==> config.mk <==
export PLATFORM = sky130hd
export DESIGN_NAME = serial_tx
export DESIGN_NICKNAME = d
export VERILOG_FILES = /design/src/rtl/serial_pkg.sv /design/src/rtl/serial_tx_fifo.sv /design/src/rtl/serial_tx.sv
export SDC_FILE = /design/constraint.sdc
export NUM_CORES = 1
export LEC_CHECK = 0
export ABC_AREA = 0
export BUFFER_PORTS_ARGS = -buffer_cell sky130_fd_sc_hd__buf_2
export CAP_MARGIN = 20
export CORE_MARGIN = 3
export CORE_UTILIZATION = 57
export CTS_BUF_LIST = sky130_fd_sc_hd__clkbuf_4
export DETAILED_ROUTE_END_ITERATION = 8
export HOLD_SLACK_MARGIN = 0.02
export PLACE_DENSITY_LB_ADDON = 0.15
export SETUP_SLACK_MARGIN = 0.1
export SKIP_LAST_GASP = 1
export SLEW_MARGIN = 5
export SYNTH_ARGS = -nofsm -noshare
export SYNTH_HDL_FRONTEND = slang
export SYNTH_SLANG_ARGS = --single-unit
==> constraint.sdc <==
create_clock -name clk -period 2.4 [get_ports clk]
set_clock_uncertainty 0.2 [all_clocks]
set_input_delay 0.24 -clock clk [delete_from_list [all_inputs] [get_ports clk]]
set_output_delay 0.24 -clock clk [all_outputs]
set_load 0.01 [all_outputs]
==> src/rtl/serial_pkg.sv <==
// Shared serial-link types and line constants.
// Used by both the transmitter and the receiver.
package serial_pkg;

  typedef enum logic [1:0] {
    IDLE,
    START,
    DATA,
    STOP
  } state_t;

  localparam int   DATA_BITS   = 8;
  localparam logic START_LEVEL = 1'b0;
  localparam logic IDLE_LEVEL  = 1'b1;

  typedef logic [DATA_BITS-1:0] byte_t;

  // Line level for a frame phase; only DATA carries payload.
  function automatic logic line_level(
    input state_t s,
    input logic   lsb
  );
    logic lvl;
    lvl = IDLE_LEVEL;
    unique case (s)
      IDLE:  lvl = IDLE_LEVEL;
      START: lvl = START_LEVEL;
      DATA:  lvl = lsb;
      STOP:  lvl = IDLE_LEVEL;
      default: lvl = IDLE_LEVEL;
    endcase
    return lvl;
  endfunction

endpackage

==> src/rtl/serial_tx_fifo.sv <==
// Synchronous show-ahead FIFO with count-based full/empty.
// DEPTH must be a power of two so the pointers wrap for free.
module serial_tx_fifo #(
  parameter int WIDTH = 8,
  parameter int DEPTH = 4
) (
  input  logic             clk,
  input  logic             reset,
  input  logic             push,
  input  logic [WIDTH-1:0] data,
  input  logic             pop,
  output logic [WIDTH-1:0] head,
  output logic             full,
  output logic             empty
);

  localparam int AW = (DEPTH > 1) ? $clog2(DEPTH) : 1;
  localparam logic [AW:0] FULL_CNT = (AW+1)'(DEPTH);

  logic [WIDTH-1:0] mem [DEPTH];
  logic [AW-1:0]    rd;
  logic [AW-1:0]    wr;
  logic [AW:0]      count;
  logic             do_push;
  logic             do_pop;

  assign full    = (count == FULL_CNT);
  assign empty   = (count == '0);
  assign do_push = push && !full;
  assign do_pop  = pop && !empty;
  assign head    = mem[rd];

  always_ff @(posedge clk) begin
    if (do_push) begin
      mem[wr] <= data;
    end
  end

  always_ff @(posedge clk) begin
    if (reset) begin
      rd    <= '0;
      wr    <= '0;
      count <= '0;
    end else begin
      if (do_push) begin
        wr <= wr + 1'b1;
      end
      if (do_pop) begin
        rd <= rd + 1'b1;
      end
      unique case ({do_push, do_pop})
        2'b10:   count <= count + 1'b1;
        2'b01:   count <= count - 1'b1;
        default: count <= count;
      endcase
    end
  end

endmodule

==> src/rtl/serial_tx.sv <==
// Byte-to-serial transmitter: start bit, 8 data bits LSB first, stop bits.
// Define SERIAL_TX_FIFO_EN to put an input FIFO ahead of the framer.
module serial_tx #(
  parameter int STOP_BITS  = 1,
  parameter int FIFO_DEPTH = 4
) (
  input  logic       clk,
  input  logic       reset,
  input  logic       in_valid,
  input  logic [7:0] in_data,
  output logic       in_ready,
  output logic       tx,
  output logic       busy
);

  import serial_pkg::*;

  if (STOP_BITS < 1 || STOP_BITS > 4) begin : g_bad_stop
    $error("serial_tx: STOP_BITS out of range");
  end
  if (FIFO_DEPTH < 2 || (FIFO_DEPTH & (FIFO_DEPTH - 1)) != 0) begin : g_bad_depth
    $error("serial_tx: FIFO_DEPTH must be a power of two >= 2");
  end

  localparam logic [1:0] STOP_LAST = 2'(STOP_BITS - 1);

  state_t     state;
  logic [2:0] bit_cnt;
  logic [1:0] stop_cnt;
  byte_t      shift;

  logic  slot;
  logic  avail;
  logic  take;
  byte_t next_byte;

  // The framer can load a new byte when idle or in its final stop cycle.
  assign slot = (state == IDLE) ||
                (state == STOP && stop_cnt == STOP_LAST);
  assign take = slot && avail && !reset;

`ifdef SERIAL_TX_FIFO_EN
  logic  full;
  logic  empty;
  byte_t head;

  serial_tx_fifo #(
    .WIDTH (DATA_BITS),
    .DEPTH (FIFO_DEPTH)
  ) u_fifo (
    .clk   (clk),
    .reset (reset),
    .push  (in_valid && in_ready),
    .data  (in_data),
    .pop   (take),
    .head  (head),
    .full  (full),
    .empty (empty)
  );

  assign in_ready  = !reset && !full;
  assign avail     = !empty;
  assign next_byte = head;
  assign busy      = (state != IDLE) || !empty;
`else
  assign in_ready  = !reset && slot;
  assign avail     = in_valid;
  assign next_byte = in_data;
  assign busy      = (state != IDLE);
`endif

  always_ff @(posedge clk) begin
    if (reset) begin
      state    <= IDLE;
      bit_cnt  <= '0;
      stop_cnt <= '0;
      shift    <= '0;
    end else begin
      unique case (state)
        IDLE: begin
          if (take) begin
            shift <= next_byte;
            state <= START;
          end
        end
        START: begin
          bit_cnt <= '0;
          state   <= DATA;
        end
        DATA: begin
          shift   <= shift >> 1;
          bit_cnt <= bit_cnt + 3'd1;
          if (bit_cnt == 3'd7) begin
            stop_cnt <= '0;
            state    <= STOP;
          end
        end
        STOP: begin
          if (stop_cnt == STOP_LAST) begin
            stop_cnt <= '0;
            if (take) begin
              shift <= next_byte;
              state <= START;
            end else begin
              state <= IDLE;
            end
          end else begin
            stop_cnt <= stop_cnt + 2'd1;
          end
        end
        default: state <= IDLE;
      endcase
    end
  end

  assign tx = line_level(state, shift[0]);

endmodule

==> impl_metrics.csv <==
group,metric,value,unit
clock_tree,cts_sinks,15,
clock_tree,cts_tree,"built",
timing,finalHoldViolCount,0,
global_routing,grt_first_pass_wirelength,2.808,mm
power,p_per_area,1036,nW/um^2
place,place_hpwl,1.138,mm
setup_path,max_stage_delay,0.33,ns
synth,synthDistinctLibCells,26,
power,p_leak,0.0003961,uW
setup_path,worstSetupPathType,"flip-flop to flip-flop",
clock_tree,max-clock-path-buffers,2,
die,initial_utilization,63.37,%
drt,wire_per_inst,12.54,um
worst_hold_path,hold_path.class,"primary input to flip-flop",
die,die_area,2023,sq um
setup_path,worst-path-max-fanout,16,
die,std_cell_rows,13,
synth,synth-seq-cells,15,
clock_tree,ctsRootBufferMaster,"clkbuf_4",
global_routing,track_usage,18.76,%
flow_run,maxCapViolations,0,
timing,period_needed,2.041,ns
clock_tree,postCtsSetupRepairBufs,0,
timing,maxSlewHeadroom,75.35,%
timing,finalSetupViolCount,0,
setup_path,cp_data_arrival_time,2.03,ns
timing,post-route-period-util,85.05,%
setup_path,cp-end-kind,"flip-flop",
setup_path,crit_buf_inv,2,
die,die_y,44.98,um
finish,num_antenna_cells,0,
clock_tree,clk_latency,0.29,ns
timing,drv_slew,0,
finish,area_growth,12.57,%
setup_path,crit_family,"compound AO/OA/AOI/OAI gates",
global_routing,grt_max_degree,19,
drt,via_count,654,
place,globalplace.congestion,0.7348,
drt,drt_drc_violations_left,0,
global_routing,antenna_found_initial,0,
synth,synth_fp_nets,111,
place,portBuffers,13,
timing,rsz0062_at_grt,"false",
clock_tree,cts_max_level,1,
finish,mostFrequentLayoutCells,"15 x dfxtp_1, 13 x nor2_1, 13 x buf_2, 9 x ha_1, 8 x mux2i_1",
timing,worst_pin_slew,0.3675,ns
drt,drt_iter0_markers,10,
die,coreArea,1366,sq um
global_routing,first_global_vias,651,
finish,layout.nets,128,
synth,ys_seq_area_share,34.68,%
setup_path,critical_path_required,2.38,ns
timing,fin_setup_tns,0,ns
clock_tree,cts_made_buffers,3,
synth,synth_cells,91,
power,power,1010,uW
global_routing,gr-total-overflow,0,
setup_path,worst_setup_path_start_kind,"flip-flop",
drt,dr.pass1.iters,4,
die,die_w,44.98,um
power,vdd_drop_max,0.0006595,V
synth,syn_avg_cell_area,9.515,sq um
setup_path,path_cells,"inv_1 -> ha_1 -> and2b_1 -> a2111oi_4 -> buf_4 -> nor3b_1 -> a31o_2",
synth,yosys_warnings,0,
drt,vias_per_cell,5.361,
finish,final_common_cell,"dfxtp_1",
drt,drt-total-wl,1.530,mm
synth,mappedNetlistArea,865.8,sq um
finish,drive_above_1_share,23.36,%
die,io_pins,14,
setup_path,cp_slowest_cell,"dfxtp_1",
outcome,status,"finished, final reports clean",
timing,fmax,0.4899,GHz
drt,antenna_left,0,
clock_tree,cts.clk_slew.worst_paths,0.10,ns
## stage by stage
step	utilization [%]	worst slack [ns]	hold slack, ns	cells	instance area, sq um
global route	71.34	0.1998	0.08782	122	974.7
floorplan	-	0.4920	0.1921	91	865.8
CTS	71.34	0.3562	0.08095	122	974.7
global placement	68.59	0.4392	0.2600	117	937.1
finish	71.34	0.3589	0.08041	122	974.7
detailed placement	68.59	0.3949	0.2636	117	937.1
## where the power goes
group	switching (uW)	internal (uW)	total (uW)
Combinational	272	228	500
Sequential	42.9	318	361
Clock	86.9	62.0	149
## tightest hold or removal path: cells and delay by family
kind	cells	cell delay [ns]
muxes	1	0.11
buffers and inverters	1	0.09
AOI/OAI and AO/OA	1	0.09
## area by class of cell
type	instances	area, sq um
fillers	119	391.6
flip-flops and latches	15	300.3
multi-input cells	64	504.2
inverters	7	26.28
clock inverters	1	5.005
clock buffers	3	22.52
well taps	15	18.77
repair buffers	17	97.59
## Yosys cell counts, drive strengths merged
library cell | instances | area (sq um)
and2b | 1 | 7.510
or3 | 1 | 6.260
a2111oi | 1 | 27.53
nand2 | 1 | 3.750
o31ai | 1 | 7.510
dfxtp | 15 | 300.3
a211oi | 8 | 70.06
o21ai | 1 | 5.000
buf | 4 | 31.27
nand2b | 5 | 38.78
a21oi | 7 | 35.03
a31o | 1 | 8.760
nor3b | 1 | 7.510
inv | 7 | 26.28
a32oi | 2 | 17.52
nand3 | 2 | 10.01
nor2 | 13 | 48.80
nand3b | 1 | 7.510
mux2i | 8 | 80.08
a221o | 1 | 10.01
ha | 9 | 112.6
clkbuf | 1 | 3.750
## cell families after synthesis
| logic type | count (synthesis) | synth area share, % |
|---|---|---|
| AOI/OAI and AO/OA | 22 | 20.95 |
| adders and majority gates | 9 | 13.01 |
| buffers and inverters | 12 | 7.080 |
| DFF | 15 | 34.68 |
| muxes | 8 | 9.249 |
| and+or+nand+nor | 25 | 15.03 |
## registers in the layout, indices dropped and copies added (netlist names)
signal and cells:
bit_cnt 3, shift 8, state 2, stop_cnt 2
## per-layer routing
layer	track usage [%]	share of wire, %	vias up
met5	0	0	-
met4	8.772	1.3	0
met3	3.586	4.4	3
met2	29.38	44	12
met1	24.63	50	285
li1	-	-	354
## path summary, 6_finish.rpt
check,cells past startpoint,endpoint,slack [ns],start
setup / recovery,7,shift[7],0.36,stop_cnt[0]
hold / removal,3,shift[2],0.08,in_data[2]
setup reg to reg,7,shift[7],0.36,stop_cnt[0]
hold reg to reg,2,bit_cnt[2],0.28,bit_cnt[2]
## repair_timing
item	CTS	global route
hold endpoints to repair	1	0
hold buffers	1	0
gates resized for setup	0	0
endpoints found under the setup margin	0	0
(Power assumes the default switching activity.)
